==> config.mk <==
export PLATFORM = sky130hd
export DESIGN_NAME = pipe_ctrl
export DESIGN_NICKNAME = d
export VERILOG_FILES = /design/src/rtl/pipe_ctrl.sv
export SDC_FILE = /design/constraint.sdc
export NUM_CORES = 1
export LEC_CHECK = 0
export CORE_UTILIZATION = 32
export DETAILED_ROUTE_END_ITERATION = 10
export PLACE_DENSITY = 0.91
export SLEW_MARGIN = 20
export SYNTH_ARGS = -nofsm -noshare
export SYNTH_HDL_FRONTEND = slang
export SYNTH_SLANG_ARGS = --single-unit
==> constraint.sdc <==
create_clock -name clk -period 3.2 [get_ports clk]
set_clock_uncertainty 0.15 [all_clocks]
set_input_delay 0.48 -clock clk [delete_from_list [all_inputs] [get_ports clk]]
set_output_delay 0.48 -clock clk [all_outputs]
set_load 0.02 [all_outputs]
==> src/rtl/pipe_ctrl.sv <==
// Pipeline sequencer: merges ID/EX stall requests and MEM flush requests into
// per-stage stall/flush controls. Optional stall-cycle counter: PIPE_CTRL_PERF_EN.
module pipe_ctrl (
  input  logic        clk,
  input  logic        rst,
  input  logic        stallreq_id,
  input  logic        ex_mc_start,
  input  logic [5:0]  ex_mc_cycles,
  input  logic        flush_req,
  input  logic [31:0] flush_pc,
  output logic [5:0]  stall,
  output logic        flush,
  output logic [31:0] new_pc,
  output logic [1:0]  ctrl_state
`ifdef PIPE_CTRL_PERF_EN
  ,
  output logic [31:0] perf_stall_cycles
`endif
);

  // No valid/ready handshakes here: stallreq_id is a level sampled every cycle,
  // ex_mc_start and flush_req are single-cycle pulses with their payloads
  // (ex_mc_cycles, flush_pc) valid only in that cycle; outputs are unthrottled.

  typedef enum logic [1:0] {
    RUN     = 2'd0,
    EX_BUSY = 2'd1,
    FLUSH   = 2'd2
  } state_t;

  localparam logic [5:0] STALL_ID = 6'b000111;
  localparam logic [5:0] STALL_EX = 6'b001111;

  state_t      state_q, state_d, cur_state;
  logic [5:0]  cnt_q, cnt_d;
  logic [5:0]  stall_o;
  logic        flush_o;
  logic [31:0] new_pc_o;

  // During a reset cycle the outputs decode as RUN so nothing stale leaks out.
  assign cur_state = rst ? RUN : state_q;

  always_comb begin
    state_d  = state_q;
    cnt_d    = cnt_q;
    stall_o  = '0;
    flush_o  = 1'b0;
    new_pc_o = '0;
    case (cur_state)
      RUN: begin
        if (flush_req) begin
          flush_o  = 1'b1;
          new_pc_o = flush_pc;
          state_d  = FLUSH;
        end else if (ex_mc_start && (ex_mc_cycles >= 6'd2)) begin
          stall_o = STALL_EX;
          cnt_d   = ex_mc_cycles - 6'd1;
          state_d = EX_BUSY;
        end else if (stallreq_id) begin
          stall_o = STALL_ID;
        end
      end
      EX_BUSY: begin
        if (flush_req) begin
          flush_o  = 1'b1;
          new_pc_o = flush_pc;
          cnt_d    = '0;
          state_d  = FLUSH;
        end else begin
          stall_o = STALL_EX;
          cnt_d   = (cnt_q != 6'd0) ? (cnt_q - 6'd1) : 6'd0;
          if (cnt_q <= 6'd1) state_d = RUN;
        end
      end
      FLUSH: begin
        if (flush_req) begin
          flush_o  = 1'b1;
          new_pc_o = flush_pc;
          state_d  = FLUSH;
        end else begin
          state_d = RUN;
        end
      end
      default: begin
        state_d = RUN;
        cnt_d   = '0;
      end
    endcase
  end

  always_ff @(posedge clk) begin
    if (rst) begin
      state_q <= RUN;
      cnt_q   <= '0;
    end else begin
      state_q <= state_d;
      cnt_q   <= cnt_d;
    end
  end

  assign stall      = stall_o;
  assign flush      = flush_o;
  assign new_pc     = new_pc_o;
  assign ctrl_state = state_q;

`ifdef PIPE_CTRL_PERF_EN
  logic [31:0] perf_q, perf_d;

  always_comb begin
    perf_d = perf_q;
    if (stall_o[0] && (perf_q != 32'hFFFF_FFFF)) perf_d = perf_q + 32'd1;
  end

  always_ff @(posedge clk) begin
    if (rst) perf_q <= '0;
    else     perf_q <= perf_d;
  end

  assign perf_stall_cycles = perf_q;
`endif

endmodule

==> impl_results.md <==
* Synth Area per Inst at 7.443 µm²
* Grt total ovfl at 0
* Switching share of power at 36.64%
* Area Overhead vs Synth at 94.81%
* Via-to-Cell Ratio at 4.631
* Top FF cell, synth: dfxtp_1
* Clock group share of total power at 18.7%
* CTS Hold Bufs at 0
* Period utilisation layout at 97.05%
* Post-Layout Cell Count at 260
* H-Tree Depth at 1
* CTS Sinks at 8
* HP Class: register to register
* Worst setup EP type: output pin
* Reg2Reg Depth at 8
* Most frequent cells after synthesis: and2_1 (32), ha_1 (9), dfxtp_1 (8), inv_1 (8)
* Setup repair after global routing missed its margin: no
* Hold Crit Endpoint: cnt_q[1]
* Dpl hpwl at 2636 µm
* Initial Utilization at 33.43%
* Met2 usage at 31.53%
* Placer Congestion at 0.8361
* Worst-Skew Late Latency at 0.26 ns
* Layout cells sized above 1 at 7.407%
* P_sw at 164.1 µW
* PortBufs at 81
* Residual DRC count at 0
* Largest net degree at the start of global routing at 20
* Vias after detailed routing at 1,204
* Clock Path Buffers at 2
* CTS Buf Count at 3
* Worst EP arrival at 2.48 ns
* Met1 Use GR at 25.03%
* Clk slew on worst S/H paths at 0.06 ns
* Reg2Reg Capture Point: cnt_q[3]
* Diodes inserted at 0
* Die span in x at 58.24 µm
* Power Density at 227.2 nW/µm²
* Yosys warnings at 0
* Worst setup path category: primary input to output pin
* Drt wl/cell at 13.13 µm
* Number of distinct library cells after synthesis at 37
* Overall routed net length at 3415 µm
* Site Rows at 20
* Largest cells by area after synthesis: and2_1 (20%), dfxtp_1 (16%), ha_1 (11%)
* Core box area at 3028 µm²
* Peak supply drop at 0.0001269 V
* DP Cell Count at 257
* First-pass GRT wire length at 4974 µm
* I/O pin cnt at 84
* Seq pwr share at 25.9%
* Die H at 58.24 µm
* Synthesized cell area at 1012 µm²
* Final TNS setup at 0 ns
* Tot Pwr at 447.9 µW
* Initial antenna violation count at 0
* CP Launch Type: primary input
* Seq/Total Area, Yosys at 15.82%
* GRT Total Usage at 18.76%
* Logic pwr share at 55.4%
* R2r startpoint: ctrl_state[1]
* Minimum period implied by the final worst setup slack at 3.106 ns
* CTS tree: yes
* Hold Crit Start: cnt_q[1]
* Syn Inst Count at 136
* Vias in the first global route at 1,095
* Root Driver: clkbuf_4
* Drt pass-1 iters at 4
* Final Hold Viols at 0
* Final nets at 270
* Cell-internal power at 283.8 µW
* Ys async rst share at 0%
* Worst hold path depth at 2
* Run status: finished, final reports clean
* Area leader, netlist: and2_1
* Post-synth EDFFs at 0
* Max Fclk at 322.0 MHz
* CP required at 2.57 ns
* Yosys top cell area share at 19.78%
* Crit Path Max Fanout at 3
* Most Crowded Layer GR: met2
* Die ar. at 3392 µm²
* Number of DRC markers in iteration 0 at 23
* Yosys reg bits at 8
* Leak at 1.221 nW
* Register-to-Register Setup Slack at 0.92 ns
* Count leader, synth: and2_1
* Fin. max-slew vios at 0
* ANT nets after route at 0
* Grt met3 use at 2.679%
* MaxCap Viol Count at 0
* Final setup viols at 0
## cell type report
class                      instances  area (µm²)
clock buffer                       3       22.52
fill                             242        1056
inverter                           8       30.03
multi-input combinational        110       760.7
tap                               44       55.05
timing repair buffer              87       943.4
sequential                         8       160.2
## cell usage in the layout, fill, tap and decap left out, types with 4 or more instances in the layout
master,n
nor2_1,7
inv_1,8
and2_1,32
dlymetal6s2s_1,35
clkdlybuf4s50_1,46
a21oi_1,7
dfxtp_1,8
ha_1,9
nand2_1,6
buf_4,6
nor3_1,4
o21ai_0,5
## how the worst max path moves through the flow
stage | start | endpoint | slack, ns | depth (start not counted)
detailed placement | rst | new_pc[20] | 0.02 | 8
CTS | rst | new_pc[8] | 0.004 | 8
finish | rst | stall[2] | 0.09 | 7
global route | rst | stall[2] | 0.01 | 8
floorplan | rst | stall[1] | 0.52 | 8
global placement | rst | new_pc[9] | 0.06 | 8
## routing by layer
layer	routed length [µm]	part of all wire, %
met5	0	0
met4	36	1.1
met3	148	4.3
met2	1746	51
met1	1483	43
## flip-flops by register name, summed over array words and instances (netlist names)
signal	flops
ctrl_state	2
cnt_q	6
## logic make-up after synthesis
| family | count (synthesis) | share of synthesized area [%] |
|---|---|---|
| fa+ha+maj | 9 | 11.13 |
| flops | 8 | 15.82 |
| buf+inv | 19 | 9.394 |
| other cells | 1 | 0.3705 |
| xor+xnor | 4 | 3.462 |
| compound gates | 29 | 19.28 |
| mux | 1 | 0.9889 |
| simple gates | 65 | 39.56 |
## through the flow
step | setup slack, ns | instance area, µm² | util [%] | hold slack [ns]
2_1_floorplan | 0.5225 | 1016 | - | 0.2993
3_3_place_gp | 0.06057 | 1862 | 61.49 | 0.3126
3_5_place_dp | 0.02393 | 1862 | 61.49 | 0.3148
4_1_cts | 0.004390 | 1884 | 62.23 | 0.3228
5_1_grt | 0.01404 | 1972 | 65.12 | 0.3546
6_report | 0.09437 | 1972 | 65.12 | 0.3213
## worst max-delay path, stage by stage
cell and delay (ns):
clkdlybuf4s50_1 0.50, nand2b_1 0.17, ha_1 0.20, nand2b_1 0.10, o21a_1 0.19, nor2_1 0.18
clkdlybuf4s50_1 0.64
## power groups by stage
stage	clock, mW	sequential [mW]	combinational [mW]
floorplan	0	0.116	0.131
global placement	0	0.118	0.248
detailed placement	0	0.118	0.252
CTS	0.0820	0.116	0.254
global route	0.0841	0.117	0.266
finish	0.0837	0.116	0.248
## timing repair
action / in CTS / in global routing
resized for setup: 0 / 35
setup buffers: 0 / 0
setup endpoints to repair: 0 / 36
No activity file was read; power rests on OpenSTA's default activity.
